File: src/rtl/uart_cal_pkg.sv
// Shared definitions for the UART calculator: ASCII constants, opcode encoding,
// decoder state encoding and the per-byte classification record.
package uart_cal_pkg;

  localparam logic [7:0] ChSpace = 8'h20;
  localparam logic [7:0] ChStar  = 8'h2A;
  localparam logic [7:0] ChPlus  = 8'h2B;
  localparam logic [7:0] ChMinus = 8'h2D;
  localparam logic [7:0] ChSlash = 8'h2F;
  localparam logic [7:0] ChZero  = 8'h30;
  localparam logic [7:0] ChNine  = 8'h39;
  localparam logic [7:0] ChEq    = 8'h3D;

  typedef enum logic [1:0] {
    OpAdd = 2'b00,
    OpSub = 2'b01,
    OpMul = 2'b10,
    OpDiv = 2'b11
  } opcode_e;

  typedef enum logic [2:0] {
    StIdle = 3'd0,
    StOpa  = 3'd1,
    StOpb  = 3'd2,
    StDone = 3'd3,
    StErr  = 3'd4
  } dec_state_e;

  typedef struct packed {
    logic    digit;
    logic    op;
    logic    eq;
    logic    space;
    opcode_e opc;
  } char_class_t;

endpackage

File: src/rtl/dec_accum.sv
// Byte classifier plus one decimal operand accumulator (acc*10 + digit, mod 2^32)
// with a digit counter used to enforce the per-operand digit limit.
module dec_accum
  import uart_cal_pkg::*;
#(
  parameter int unsigned MAX_DIGITS = 10
) (
  input  logic        clk,
  input  logic        rst,
  input  logic [7:0]  rx_data,
  input  logic        clr,
  input  logic        add,
  output char_class_t cls,
  output logic [31:0] acc,
  output logic        full,
  output logic        empty
);

  localparam int unsigned CntW = $clog2(MAX_DIGITS + 1);

  logic [31:0]     acc_q, acc_d;
  logic [CntW-1:0] cnt_q, cnt_d;

  always_comb begin
    cls       = '0;
    cls.opc   = OpAdd;
    cls.digit = (rx_data >= ChZero) && (rx_data <= ChNine);
    cls.eq    = (rx_data == ChEq);
    cls.space = (rx_data == ChSpace);
    case (rx_data)
      ChPlus:  begin cls.op = 1'b1; cls.opc = OpAdd; end
      ChMinus: begin cls.op = 1'b1; cls.opc = OpSub; end
      ChStar:  begin cls.op = 1'b1; cls.opc = OpMul; end
      ChSlash: begin cls.op = 1'b1; cls.opc = OpDiv; end
      default: ;
    endcase
  end

  // clr and add together load the first digit of a fresh operand.
  always_comb begin
    acc_d = acc_q;
    cnt_d = cnt_q;
    if (clr) begin
      acc_d = '0;
      cnt_d = '0;
    end
    if (add) begin
      acc_d = acc_d * 32'd10 + {28'd0, rx_data[3:0]};
      cnt_d = cnt_d + CntW'(1);
    end
  end

  always_ff @(posedge clk) begin
    if (rst) begin
      acc_q <= '0;
      cnt_q <= '0;
    end else begin
      acc_q <= acc_d;
      cnt_q <= cnt_d;
    end
  end

  always_comb begin
    acc   = acc_q;
    full  = (cnt_q == CntW'(MAX_DIGITS));
    empty = (cnt_q == '0);
  end

endmodule

File: src/rtl/uart_decoder.sv
// Parses "<digits> <op> <digits> =" byte streams into ALU operands and opcode,
// pulsing dec_done on success or dec_err once a malformed expression is terminated.
module uart_decoder
  import uart_cal_pkg::*;
#(
  parameter int unsigned MAX_DIGITS = 10
) (
  input  logic        clk,
  input  logic        rst,
  input  logic [7:0]  rx_data,
  input  logic        uin_valid,
  output logic [31:0] op_a,
  output logic [31:0] op_b,
  output logic [1:0]  opcode,
  output logic        dec_done,
  output logic        dec_err
);

  dec_state_e  state_q;
  opcode_e     opc_q;
  char_class_t cls_a, cls_b, cls;
  logic [31:0] acc_a, acc_b;
  logic        full_a, full_b, empty_a, empty_b;
  logic        accept, clr, add_a, add_b;

  // Each operand's classifier serves the phase that feeds its accumulator.
  always_comb begin
    cls    = (state_q == StOpb) ? cls_b : cls_a;
    accept = uin_valid && cls.digit;
    clr    = accept && (state_q == StIdle);
    add_a  = accept && ((state_q == StIdle) || ((state_q == StOpa) && !full_a));
    add_b  = accept && (state_q == StOpb) && !full_b;
  end

  dec_accum #(
    .MAX_DIGITS(MAX_DIGITS)
  ) u_acc_a (
    .clk    (clk),
    .rst    (rst),
    .rx_data(rx_data),
    .clr    (clr),
    .add    (add_a),
    .cls    (cls_a),
    .acc    (acc_a),
    .full   (full_a),
    .empty  (empty_a)
  );

  dec_accum #(
    .MAX_DIGITS(MAX_DIGITS)
  ) u_acc_b (
    .clk    (clk),
    .rst    (rst),
    .rx_data(rx_data),
    .clr    (clr),
    .add    (add_b),
    .cls    (cls_b),
    .acc    (acc_b),
    .full   (full_b),
    .empty  (empty_b)
  );

  // An '=' that itself makes the expression malformed terminates it at once,
  // so dec_err still follows that '=' by one cycle.
  always_ff @(posedge clk) begin
    if (rst) begin
      state_q  <= StIdle;
      opc_q    <= OpAdd;
      op_a     <= '0;
      op_b     <= '0;
      opcode   <= '0;
      dec_done <= 1'b0;
      dec_err  <= 1'b0;
    end else begin
      dec_done <= 1'b0;
      dec_err  <= 1'b0;
      unique case (state_q)
        StIdle: begin
          if (uin_valid && !cls.space) begin
            if (cls.digit)   state_q <= StOpa;
            else if (cls.eq) dec_err <= 1'b1;
            else             state_q <= StErr;
          end
        end
        StOpa: begin
          if (uin_valid && !cls.space) begin
            if (cls.digit && !full_a) begin
              state_q <= StOpa;
            end else if (cls.op && !empty_a) begin
              state_q <= StOpb;
              opc_q   <= cls.opc;
            end else if (cls.eq) begin
              state_q <= StIdle;
              dec_err <= 1'b1;
            end else begin
              state_q <= StErr;
            end
          end
        end
        StOpb: begin
          if (uin_valid && !cls.space) begin
            if (cls.digit && !full_b) begin
              state_q <= StOpb;
            end else if (cls.eq && !empty_b) begin
              state_q  <= StDone;
              dec_done <= 1'b1;
              op_a     <= acc_a;
              op_b     <= acc_b;
              opcode   <= opc_q;
            end else if (cls.eq) begin
              state_q <= StIdle;
              dec_err <= 1'b1;
            end else begin
              state_q <= StErr;
            end
          end
        end
        StDone: state_q <= StIdle;
        StErr: begin
          if (uin_valid && cls.eq) begin
            state_q <= StIdle;
            dec_err <= 1'b1;
          end
        end
        default: state_q <= StIdle;
      endcase
    end
  end

endmodule

File: config.mk
export PLATFORM = sky130hd
export DESIGN_NAME = uart_decoder
export DESIGN_NICKNAME = d
export VERILOG_FILES = /design/src/rtl/uart_cal_pkg.sv /design/src/rtl/dec_accum.sv /design/src/rtl/uart_decoder.sv
export SDC_FILE = /design/constraint.sdc
export NUM_CORES = 1
export LEC_CHECK = 0
export CAP_MARGIN = 20
export CORE_MARGIN = 3
export CORE_UTILIZATION = 60
export DETAILED_ROUTE_END_ITERATION = 7
export PLACE_DENSITY = 0.81
export SLEW_MARGIN = 30
export SYNTH_ARGS = -nofsm -noshare
export SYNTH_HDL_FRONTEND = slang
export SYNTH_HIERARCHICAL = 1
export SYNTH_SLANG_ARGS = --single-unit
File: constraint.sdc
create_clock -name clk -period 10 [get_ports clk]
set_input_delay 2 -clock clk [delete_from_list [all_inputs] [get_ports clk]]
set_output_delay 2 -clock clk [all_outputs]
set_load 0.03 [all_outputs]
# ---- Word level (Yosys, flattened, before mapping)
# Index checks and enable logic that the tools add are counted.
dict set report word_totals {
  word_cells 100
  regBits 145
  output_inout_bits 68
  input_bits 11
}
dict set report classes {
  addsub 4
  reduce_logical 27
  multipliers 2
  n_lt_le_gt_ge 2
  bitwise 4
  n_eq_ne 16
  n_mux 34
}
# cell count
set op_table {}
lappend op_table {{32-bit two-way mux} 4}
lappend op_table {{32-bit by 4-bit adder with 32-bit output} 2}
lappend op_table {{32-bit by 3-bit multiplier with 31-bit output, second input constant} 2}
lappend op_table {{8-bit by 6-bit == test with 1-bit output, second input constant} 6}
lappend op_table {{3-bit two-way mux} 11}
lappend op_table {{4-bit two-way mux} 4}
lappend op_table {{1-bit logical AND} 13}
lappend op_table {{1-bit two-way mux} 12}
lappend op_table {{3-bit case mux with 4 select lines} 1}
lappend op_table {{4-bit by 1-bit adder with 4-bit output, second input constant} 2}
lappend op_table {{4-bit == test, second input constant} 2}
lappend op_table {{8-bit by 6-bit >= comparator with 1-bit output, second input constant} 1}
lappend op_table {{8-bit by 6-bit less-or-equal comparator with 1-bit output, second input constant} 1}
lappend op_table {{4-bit zero test} 2}
lappend op_table {{4-bit AND reduction} 2}
lappend op_table {{4-bit OR reduction} 2}
lappend op_table {{2-bit by 1-bit inequality test with 1-bit output, second input constant} 3}
lappend op_table {{2-bit case mux with 3 select lines} 1}
lappend op_table {{1-bit zero test} 5}
lappend op_table {{5-bit AND reduction} 1}
lappend op_table {{1-bit inverter} 4}
lappend op_table {{1-bit case mux with 4 select lines} 1}
lappend op_table {{3-bit by 1-bit == test with 1-bit output, second input constant} 1}
lappend op_table {{3-bit by 2-bit == test with 1-bit output, second input constant} 1}
lappend op_table {{5 further kinds} 5}

# ---- Longest topological paths before layout
# Gate-level depths: netlist of run 1.
dict set report logic_depth {
  ltp_word 8
  ltp_mapped 21
  ltp_nobuf 19
}

# ---- By module
# The synthesis of run 1 kept the hierarchy.
# module seq_area_each_um2 cells_each instances area_per_inst_um2
set modules_own_cells {}
lappend modules_own_cells {{dec_accum at u_acc_a} 720.7 550 1 4340.4}
lappend modules_own_cells {{dec_accum at u_acc_b} 720.7 554 1 4279.1}
lappend modules_own_cells {uart_decoder 1461.4 355 1 2813.9}

# ---- Least setup slack after synthesis of run 1
# OpenSTA, ideal clock, no wires.
dict set report synth_timing {
  kind {in2reg}
  from {input port rx_data[2]}
  to {register u_acc_b.acc_q[26] (netlist: u_acc_b/acc[26])}
  required_time_ns 9.909
  arrival_ns 7.529
  slack_ns 2.380
  path_buffers 2
  stages 20
  setup_ns 0.091
  path_cell_list {clkbuf_1 or2_2 a21oi_1 inv_1 or3_1 nor3_1 clkbuf_1 nor2b_1 and2_1 ha_1 fa_1 a211oi_1 o21ai_4 a221oi_1 o21ai_2 xor2_1 nand3_1 or4_1 or4_1 a311oi_1}
}
# element line
set synth_rtl {}
lappend synth_rtl {{from (decl)} uart_decoder.sv:10} ;# input logic [7:0] rx_data,
lappend synth_rtl {{to (signal assigned)} dec_accum.sv:55} ;# acc_q <= '0;
lappend synth_rtl {{to (signal assigned)} dec_accum.sv:58} ;# acc_q <= acc_d;
lappend synth_rtl {{to (decl)} dec_accum.sv:21} ;# logic [31:0] acc_q, acc_d;

==> results.py, run 1 <==
metrics = {
    "placement": {
        "post-place-cells": 1695,
        "place.gp.congestion": 0.978,
        "io_buffers": 78,
        "dpl.hpwl_mm": 22.2,
    },
    "global_route": {
        "use_met2_pct": 46.4,
        "grt_pass1_wl_mm": 50.8,
        "antenna_found_initial": 0,
        "grt_pass1_vias": 10200,
        "globalRouteMet3Util_pct": 5.06,
        "grt_max_degree": 74,
        "grt_most_used_layer": "met2",
        "grt_overflow": 0,
        "grtUsageTotal_pct": 29.8,
        "use_met1_pct": 42.5,
    },
    "routing": {
        "wl_per_cell_um": 17.7,
        "drc": 0,
        "drt_iter0_markers": 963,
        "vias_per_cell": 6.24,
        "wirelength_mm": 30.6,
        "first_pass_iters": 5,
        "antenna_left": 0,
        "vias": 10800,
    },
    "pwr": {
        "pwr-share-comb_pct": 4.1,
        "peakVddDrop_v": 0.000128,
        "p_clk_share_pct": 50.8,
        "power_density_nw_per_um2": 101,
        "p_sw_uw": 319,
        "seqPwrFrac_pct": 45.0,
        "switching_share_pct": 24.7,
        "total_leakage_power_uw": 0.00505,
        "power.internal_uw": 972,
    },
    "layout": {
        "nFillCells": 1569,
        "fin_cells": 1727,
        "layout_common_cells": "nand2_1, dfxtp_1, a21oi_1, nor2_1, ha_1",
        "utilization_pct": 70.0,
        "layout_commonest_cell": "nand2_1",
        "nets": 1610,
        "drive_gt1_share_pct": 6.61,
        "area_growth_pct": 12.2,
        "n_antenna_cell": 0,
    },
    "die": {
        "num_rows": 49,
        "dieArea_um2": 20700,
        "die_h_um": 144,
        "die_width_um": 144,
        "coreArea_um2": 18300,
        "pin_count": 79,
        "floorplan.initialDensity_pct": 62.4,
    },
    "cts": {
        "cts_setup_buffers": 0,
        "clkLatencyLatePin_ns": 0.43,
        "cts_resized": 0,
        "clock-root-buffer": "clkbuf_16",
        "h-tree-depth": 4,
        "path_clk_slew_ns": 0.06,
        "numCtsBuffers": 17,
        "clockBufferDepth": 2,
        "cts_num_sinks": 145,
        "cts_tree": "yes",
        "postCtsHoldBufs": 0,
    },
    "logic_synthesis": {
        "ys_seq_elements": 145,
        "syn_inst": 1459,
        "synth-edff-count": 0,
        "synth_nets": 1584,
        "synth_cell_types": 95,
        "ys.flop_type": "dfxtp_1",
        "async_reset_ff_share_pct": 0,
        "yosysSeqAreaShare_pct": 25.4,
        "synth_warnings": 6,
        "syn_area_um2": 11400,
        "avgSynthCellArea_um2": 7.84,
    },
    "flow_run": {
        "cap_violations": 0,
    },
    "timing": {
        "hold_ws_ns": 0.449,
        "fin_skew_ns": 0.0105,
        "fmax_mhz": 120,
        "fin_setup_tns_ns": 0,
        "final.period_utilization_pct": 83.6,
        "worst_pin_slew_ns": 0.885,
        "fin_crit_ns": 8.36,
        "rsz0062_at_grt": "false",
        "maxSlewViolCount": 0,
        "hold_viol_final": 0,
        "max_slew_margin_pct": 40.1,
        "setup_violations": 0,
    },
    "critical_path": {
        "worst-setup-path-type": "in2reg",
        "start_kind": "input pin",
        "worstPathRequired_ns": 10.33,
        "r2r_end": "u_acc_b/acc[26]",
        "endpoint_kind": "register",
        "cp.arrival_ns": 8.69,
        "worstReg2RegStart": "state_q[1]",
        "timing.reg2reg.setup_slack_ns": 4.18,
        "r2r_cells": 16,
        "startpoint": "rx_data[2]",
        "critPathMaxFanout": 49,
    },
    "worst_hold_path": {
        "hp-class": "reg2reg",
        "hold_start": "u_acc_b/acc[14]",
        "min_to": "op_b[14]",
        "hold_depth": 2,
    },
    "run_status": {
        "status": "complete, no violations",
    },
}
## power groups by stage
stage	logic (uW)	clock network [uW]	registers [uW]
after floorplan	38.2	0	593
after global placement	51.5	0	595
after detailed placement	52.2	0	595
after CTS	52.8	667	582
after global routing	58.5	692	582
final	53.2	657	582
## worst max-delay path: stages
cell and delay, ns:
clkdlybuf4s50_1 0.76, or2_2 0.46, a21oi_1 0.20, inv_1 0.08
or3_1 0.39, nor3_2 0.18, buf_4 0.51, nor2b_1 0.15
and2_1 0.20, ha_1 0.22, fa_1 0.44, a211oi_1 0.45
o21ai_4 0.16, a221oi_1 0.52, o21ai_2 0.14, xor2_1 0.32
nand3_1 0.15, or4_1 0.56, or4_1 0.53, a311oi_1 0.26
## how the worst max path moves through the flow
| stage | end | slack (ns) |
|---|---|---|
| after floorplan | u_acc_b/acc[26] | 2.38 |
| after global placement | u_acc_b/acc[26] | 1.63 |
| after detailed placement | u_acc_a/acc[27] | 1.37 |
| after CTS | u_acc_b/acc[26] | 1.71 |
| after global routing | u_acc_b/acc[26] | 1.27 |
| final | u_acc_b/acc[26] | 1.64 |
## metrics by stage
| step | instance area (um2) | worst slack [ns] | power [uW] |
|---|---|---|---|
| 2_1_floorplan | 11400 | 2.38 | 631 |
| 5_1_grt | 12800 | 1.27 | 1330 |
| 3_5_place_dp | 12200 | 1.37 | 647 |
| 6_report | 12800 | 1.64 | 1290 |
| 3_3_place_gp | 12200 | 1.63 | 646 |
| 4_1_cts | 12800 | 1.71 | 1300 |
## per-layer routing
layer  vias to the layer above  wire [um]
met2                       423      13400
met5                         -          0
met4                         0        622
met1                      5016      14500
li1                       5289          -
met3                        50       2060
## cells in the mapped netlist, types with 7 or more instances
master,number,area (um2)
nand2b_1,7,43.8
a211oi_1,47,353
xnor2_1,49,429
o21a_1,15,113
and3_1,12,75.1
a311oi_1,9,78.8
a21o_1,13,97.6
ha_1,112,1400
a31oi_1,10,62.6
nor3_1,35,175
or3_1,15,93.8
o21ai_0,39,195
clkbuf_1,49,184
nand3_1,38,190
o21ai_1,9,45.0
mux2i_1,22,220
buf_2,16,80.1
and2_1,17,106
or2_2,8,50.1
nor4_1,12,75.1
dfxtp_1,145,2900
nand2_1,212,796
o211ai_1,11,82.6
a21oi_1,135,676
xor2_1,43,377
nand4_1,30,188
nor2b_1,68,425
nor2_1,124,465
inv_1,23,86.3
## layout make-up
cell class / instances / area, um2 / share of cell area, %
Sequential cell: 145 / 2900 / 22.6
Inverter: 24 / 90.1 / 0.702
Clock inverter: 15 / 174 / 1.36
Clock buffer: 17 / 425 / 3.32
Timing Repair Buffer: 87 / 846 / 6.59
Tap cell: 229 / 287 / 2.23
Multi-Input combinational cell: 1210 / 8100 / 63.2
## logic make-up after synthesis
kind of cell | share of synthesized area, %
AOI/OAI and AO/OA | 19.8
xor gates and xnor gates | 7.62
adders and majority gates | 12.8
and+or+nand+nor | 28.4
muxes | 2.02
DFF | 25.4
buffers and inverters | 4.02
## flip-flops by register name (all words and copies together), names as in the netlist
| register | cells |
|---|---|
| state_q | 3 |
| op_b | 32 |
| u_acc_a/acc | 32 |
| u_acc_b/cnt_q | 4 |
| dec_err | 1 |
| dec_done | 1 |
| opc_q | 2 |
| u_acc_a/cnt_q | 4 |
| u_acc_b/acc | 32 |
| op_a | 32 |
| opcode | 2 |
(Power assumes the default switching activity.)
==> inputs of run 2 (changes only) <==
--- a/config.mk
+++ b/config.mk
@@ -7,9 +7,9 @@
 export LEC_CHECK = 0
 export CAP_MARGIN = 20
 export CORE_MARGIN = 3
-export CORE_UTILIZATION = 60
+export CORE_UTILIZATION = 55
 export DETAILED_ROUTE_END_ITERATION = 7
-export PLACE_DENSITY = 0.81
+export PLACE_DENSITY = 0.78
 export SLEW_MARGIN = 30
 export SYNTH_ARGS = -nofsm -noshare
 export SYNTH_HDL_FRONTEND = slang
==> constraint.sdc (replaced) <==
create_clock -name clk -period 6.9 [get_ports clk]
set_input_delay 1.38 -clock clk [delete_from_list [all_inputs] [get_ports clk]]
set_output_delay 1.38 -clock clk [all_outputs]
set_load 0.03 [all_outputs]
==> run 2 against run 1 <==
Net effect: clock skew increased by 0.0040 ns; design area increased by 4.7%; sequential share of layout area decreased by 1.0 points; critical endpoint is now u_acc_a/acc[29].
==> results.py, run 2 (synthesis gave the netlist of run 1 again) <==
metrics = {
    "layout": {
        "n_antenna_cell": 0,
        "final_area_um2": 13400,
        "layout_commonest_cell": "nand2_1",
        "area_growth_pct": 17.5,
        "layout_common_cells": "nand2_1, dfxtp_1, a21oi_1, nor2_1, ha_1",
        "drive_gt1_share_pct": 10.9,
        "nets": 1685,
        "utilization_pct": 66.2,
    },
    "cts": {
        "path_clk_slew_ns": 0.07,
        "numCtsBuffers": 17,
        "clkLatencyLatePin_ns": 0.43,
        "cts_tree": "yes",
        "h-tree-depth": 4,
        "postCtsHoldBufs": 0,
        "clock-root-buffer": "clkbuf_16",
        "cts_num_sinks": 145,
        "clockBufferDepth": 2,
    },
    "routing": {
        "vias_per_cell": 5.98,
        "drt_iter0_markers": 769,
        "drc": 0,
        "wl_per_cell_um": 16.8,
        "first_pass_iters": 5,
        "antenna_left": 0,
        "vias": 11000,
        "wirelength_mm": 30.9,
    },
    "placement": {
        "place.gp.congestion": 0.981,
        "dpl.hpwl_mm": 23.0,
        "io_buffers": 78,
        "placed_cell_area_um2": 12800,
        "place_ws_ns": -0.104,
    },
    "timing": {
        "max_slew_margin_pct": 47.8,
        "fin_setup_tns_ns": 0,
        "hold_viol_final": 0,
        "setup_violations": 0,
        "fmax_mhz": 150,
        "maxSlewViolCount": 0,
        "fin_skew_ns": 0.0145,
        "worst_pin_slew_ns": 0.783,
        "fin_ws_ns": 0.244,
        "final.period_utilization_pct": 96.5,
        "fin_crit_ns": 6.66,
        "rsz0062_at_grt": "false",
    },
    "global_route": {
        "grtUsageTotal_pct": 27.3,
        "grt_max_degree": 74,
        "antenna_found_initial": 0,
        "grt_overflow": 0,
        "grt_pass1_wl_mm": 50.6,
        "grt_pass1_vias": 10100,
    },
    "worst_hold_path": {
        "hp-class": "reg2reg",
        "hold_start": "u_acc_b/acc[19]",
        "min_to": "op_b[19]",
        "hold_depth": 2,
    },
    "flow_run": {
        "cap_violations": 0,
    },
    "critical_path": {
        "start_kind": "input pin",
        "r2r_end": "u_acc_a/acc[29]",
        "worstReg2RegStart": "state_q[1]",
        "timing.reg2reg.setup_slack_ns": 1.81,
        "cp.arrival_ns": 6.97,
        "critPathMaxFanout": 15,
        "r2r_cells": 17,
        "worstPathRequired_ns": 7.21,
        "worst-setup-path-type": "in2reg",
        "endpoint_kind": "register",
    },
    "die": {
        "dieArea_um2": 22600,
        "die_width_um": 150,
        "num_rows": 52,
        "pin_count": 79,
        "floorplan.initialDensity_pct": 56.3,
        "die_h_um": 150,
        "coreArea_um2": 20300,
    },
    "pwr": {
        "total_leakage_power_uw": 0.00541,
        "peakVddDrop_v": 0.000165,
        "p_clk_share_pct": 50.0,
        "pwr-share-comb_pct": 4.4,
        "p_total_uw": 1850,
        "p_sw_uw": 440,
        "seqPwrFrac_pct": 45.5,
        "power_density_nw_per_um2": 138,
        "power.internal_uw": 1410,
        "switching_share_pct": 23.7,
    },
    "run_status": {
        "status": "complete, no violations",
    },
}
## run 2: critical path, stage by stage
cell	delay, ns
clkdlybuf4s50_1	0.50
or2_2	0.34
a21oi_1	0.20
inv_1	0.09
or3_1	0.37
nor3_4	0.16
buf_4	0.27
buf_4	0.26
nor2b_1	0.13
ha_1	0.32
ha_1	0.36
buf_4	0.16
nand2_1	0.05
o21ai_0	0.47
a22oi_1	0.18
nand3b_1	0.16
xor2_1	0.38
nand4_4	0.25
nor4_4	0.46
a311oi_1	0.17
a221o_1	0.30
## run 2: timing repair
item / CTS / global route
setup buffers: 0 / 0
hold endpoints to repair: 0 / 0
endpoints found under the setup margin: 0 / 1
resized for setup: 0 / 2
## run 2: how the worst max path moves through the flow
stage,from,endpoint,slack (ns)
CTS,rx_data[2],u_acc_b/acc[26],0.29
floorplan,rx_data[2],u_acc_b/acc[26],0.15
global placement,rx_data[2],u_acc_a/acc[29],0.03
detailed placement,rx_data[2],u_acc_b/acc[26],-0.10
global route,rx_data[2],u_acc_a/acc[29],0.02
finish,rx_data[2],u_acc_a/acc[29],0.24
## run 2: power by group through the flow
stage	combinational (uW)	clock [uW]	sequential [uW]
after floorplan	55.5	0	859
after global placement	79.0	0	862
after detailed placement	80.1	0	862
after CTS	80.9	940	843
after global routing	89.1	978	843
final	82.1	927	844
## run 2: through the flow
| step | cells | hold WS, ns |
|---|---|---|
| after CTS | 1842 | 0.448 |
| after detailed placement | 1811 | 0.440 |
| after global routing | 1842 | 0.461 |
| after global placement | 1811 | 0.436 |
| after floorplan | 1459 | 0.427 |
| final | 1842 | 0.437 |
## run 2: layout make-up
class | count | area [um2]
clock buffer | 20 | 447
timing repair buffer | 162 | 1410
inverter | 24 | 90.1
tap | 270 | 338
sequential | 145 | 2900
multi-input combinational | 1210 | 8120
clock inverter | 11 | 131
fill | 1783 | 6870
## run 2: metal layers
metal,up-vias,routed length (um),GRT usage (%),share of wire [%]
met5,-,0,0,0
met4,0,551,8.46,1.8
met3,51,1800,3.73,5.8
met2,376,13600,42.3,44
met1,5141,14900,39.3,48
li1,5453,-,-,-
==> inputs of run 3 (changes only) <==
--- a/config.mk
+++ b/config.mk
@@ -5,11 +5,11 @@
 export SDC_FILE = /design/constraint.sdc
 export NUM_CORES = 1
 export LEC_CHECK = 0
-export CAP_MARGIN = 20
+export CAP_MARGIN = 0
 export CORE_MARGIN = 3
-export CORE_UTILIZATION = 55
+export CORE_UTILIZATION = 45
 export DETAILED_ROUTE_END_ITERATION = 7
-export PLACE_DENSITY = 0.78
+export DONT_BUFFER_PORTS = 1
 export SLEW_MARGIN = 30
 export SYNTH_ARGS = -nofsm -noshare
 export SYNTH_HDL_FRONTEND = slang
==> run 3 against run 2 <==
Net effect: the run now ends with design-rule violations left; clock-buffer cell count fell by 3; fmax rose by 3.6%; die area rose by 21%; clock power rose by 5.7%; sequential power barely moved; final cell count fell by 4.0%; flip-flop and latch count did not move; total power rose by 1.3%; worst setup slack improved by 0.23 ns; largest power group unchanged.
==> results.py, run 3 (synthesis gave the netlist of run 1 again) <==
metrics = {
    "cts": {
        "numCtsBuffers": 17,
        "clkLatencyLatePin_ns": 0.42,
        "cts_tree": "yes",
        "cts_num_sinks": 145,
        "clockBufferDepth": 2,
        "cts_setup_buffers": 0,
        "path_clk_slew_ns": 0.06,
        "h-tree-depth": 4,
        "postCtsHoldBufs": 0,
        "clock-root-buffer": "clkbuf_16",
        "cts_resized": 0,
    },
    "timing": {
        "fmax_mhz": 156,
        "final.period_utilization_pct": 93.1,
        "fin_crit_ns": 6.43,
        "fin_skew_ns": 0.00993,
        "rsz0062_at_grt": "false",
        "max_slew_margin_pct": 40.6,
        "fin_setup_tns_ns": 0,
        "fin_ws_ns": 0.474,
        "maxSlewViolCount": 0,
        "hold_viol_final": 0,
        "worst_pin_slew_ns": 0.883,
        "setup_violations": 0,
    },
    "layout": {
        "area_growth_pct": 8.21,
        "nets": 1557,
        "layout_common_cells": "nand2_1, dfxtp_1, a21oi_1, nor2_1, ha_1",
        "fin_cells": 1769,
        "drive_gt1_share_pct": 8.51,
        "nFillCells": 2466,
        "layout_commonest_cell": "nand2_1",
        "n_antenna_cell": 0,
    },
    "critical_path": {
        "endpoint_kind": "register",
        "start_kind": "input pin",
        "critical-path-top-delay-family": "simple AND/OR/NAND/NOR gates",
        "worst-setup-path-type": "in2reg",
        "critPathMaxFanout": 15,
        "max_stage_delay_ns": 0.59,
        "cp.arrival_ns": 6.75,
        "crit_buf_inv": 3,
        "critPathSlowestCell": "or4_1",
        "worstPathRequired_ns": 7.23,
        "path_cells": "nor2_1 > nand3_1 > a21oi_1 > inv_1 > or3_1 > nor3_4 > buf_4 > buf_4 > nor2b_1 > ha_1 > ha_1 > a21o_1 > a31oi_1 > o22ai_1 > nor3_1 > xnor2_1 > nand3_1 > or4_1 > or4_1 > a311oi_1",
        "timing.reg2reg.setup_slack_ns": 1.56,
    },
    "placement": {
        "dpl.hpwl_mm": 22.8,
        "place_ws_ns": 0.207,
        "place.gp.congestion": 0.887,
        "io_buffers": 0,
        "post-place-cells": 1737,
    },
    "die": {
        "dieArea_um2": 27400,
        "floorplan.initialDensity_pct": 46.3,
        "num_rows": 57,
        "die_h_um": 165,
        "pin_count": 79,
        "coreArea_um2": 24700,
        "die_width_um": 165,
    },
    "worst_hold_path": {
        "hp-class": "reg2reg",
    },
    "global_route": {
        "grt_pass1_vias": 9412,
        "grt_overflow": 0,
        "grtUsageTotal_pct": 22.5,
        "grt_max_degree": 144,
        "grt_pass1_wl_mm": 50.0,
        "antenna_found_initial": 0,
    },
    "routing": {
        "drt_iter0_markers": 811,
        "vias": 10300,
        "wirelength_mm": 30.9,
        "wl_per_cell_um": 17.5,
        "drc": 1,
        "antenna_left": 0,
        "first_pass_iters": 8,
        "vias_per_cell": 5.83,
    },
    "flow_run": {
        "cap_violations": 0,
    },
    "pwr": {
        "total_leakage_power_uw": 0.00490,
        "power_density_nw_per_um2": 152,
        "peakVddDrop_v": 0.000125,
    },
    "run_status": {
        "violations": "design-rule violations",
        "status": "complete, but fails checks",
    },
}
==> run 3: final timing paths <==
path,from,to,cells after the start
worst max-delay path,rx_data[6],u_acc_b/acc[26],20
worst min register to register,u_acc_a/acc[10],op_a[10],2
worst min-delay path,u_acc_a/acc[10],op_a[10],2
worst max register to register,state_q[1],u_acc_b/acc[26],16
==> run 3: final cells by class <==
class	count	area (um2)	share of cell area, %
clock buffer	17	425	3.44
clock inverter	15	184	1.49
inverter	24	90.1	0.728
multi-input combinational	1210	8110	65.5
sequential	145	2900	23.5
tap	324	405	3.28
timing repair buffer	34	255	2.06
==> run 3: where the power goes <==
| part | switching, uW | leakage, uW | internal, uW |
|---|---|---|---|
| logic | 31.3 | 0.00344 | 22.0 |
| clock network | 406 | 0.000290 | 574 |
| registers | 3.89 | 0.00117 | 839 |
==> run 3: through the flow <==
stage	total power [uW]	utilization, %	hold slack [ns]	cell area [um2]
6_report	1880	50.1	0.447	12400
2_1_floorplan	915	-	0.427	11400
3_5_place_dp	914	47.7	0.434	11800
3_3_place_gp	914	47.7	0.427	11800
5_1_grt	1930	50.1	0.461	12400
4_1_cts	1890	50.1	0.444	12400
==> run 3: layer usage <==
layer | wire [um] | up-vias | part of all wire, % | global-route usage, %
li1 | - | 5198 | - | -
met1 | 16100 | 4821 | 52 | 34.7
met2 | 12400 | 268 | 40 | 32.0
met3 | 2040 | 22 | 6.6 | 4.32
met4 | 348 | 0 | 1.1 | 5.10
met5 | 0 | - | 0 | 0
==> run 3: worst register-to-register path, delay by kind of cell, from the launching register on <==
family,cells,cell delay [ns]
AO/OA/AOI/OAI,4,0.90
XOR/XNOR,1,0.25
adder cells (fa/ha/maj),2,0.75
buffers and inverters,2,0.48
flip-flops,1,0.41
AND/OR/NAND/NOR,7,2.47
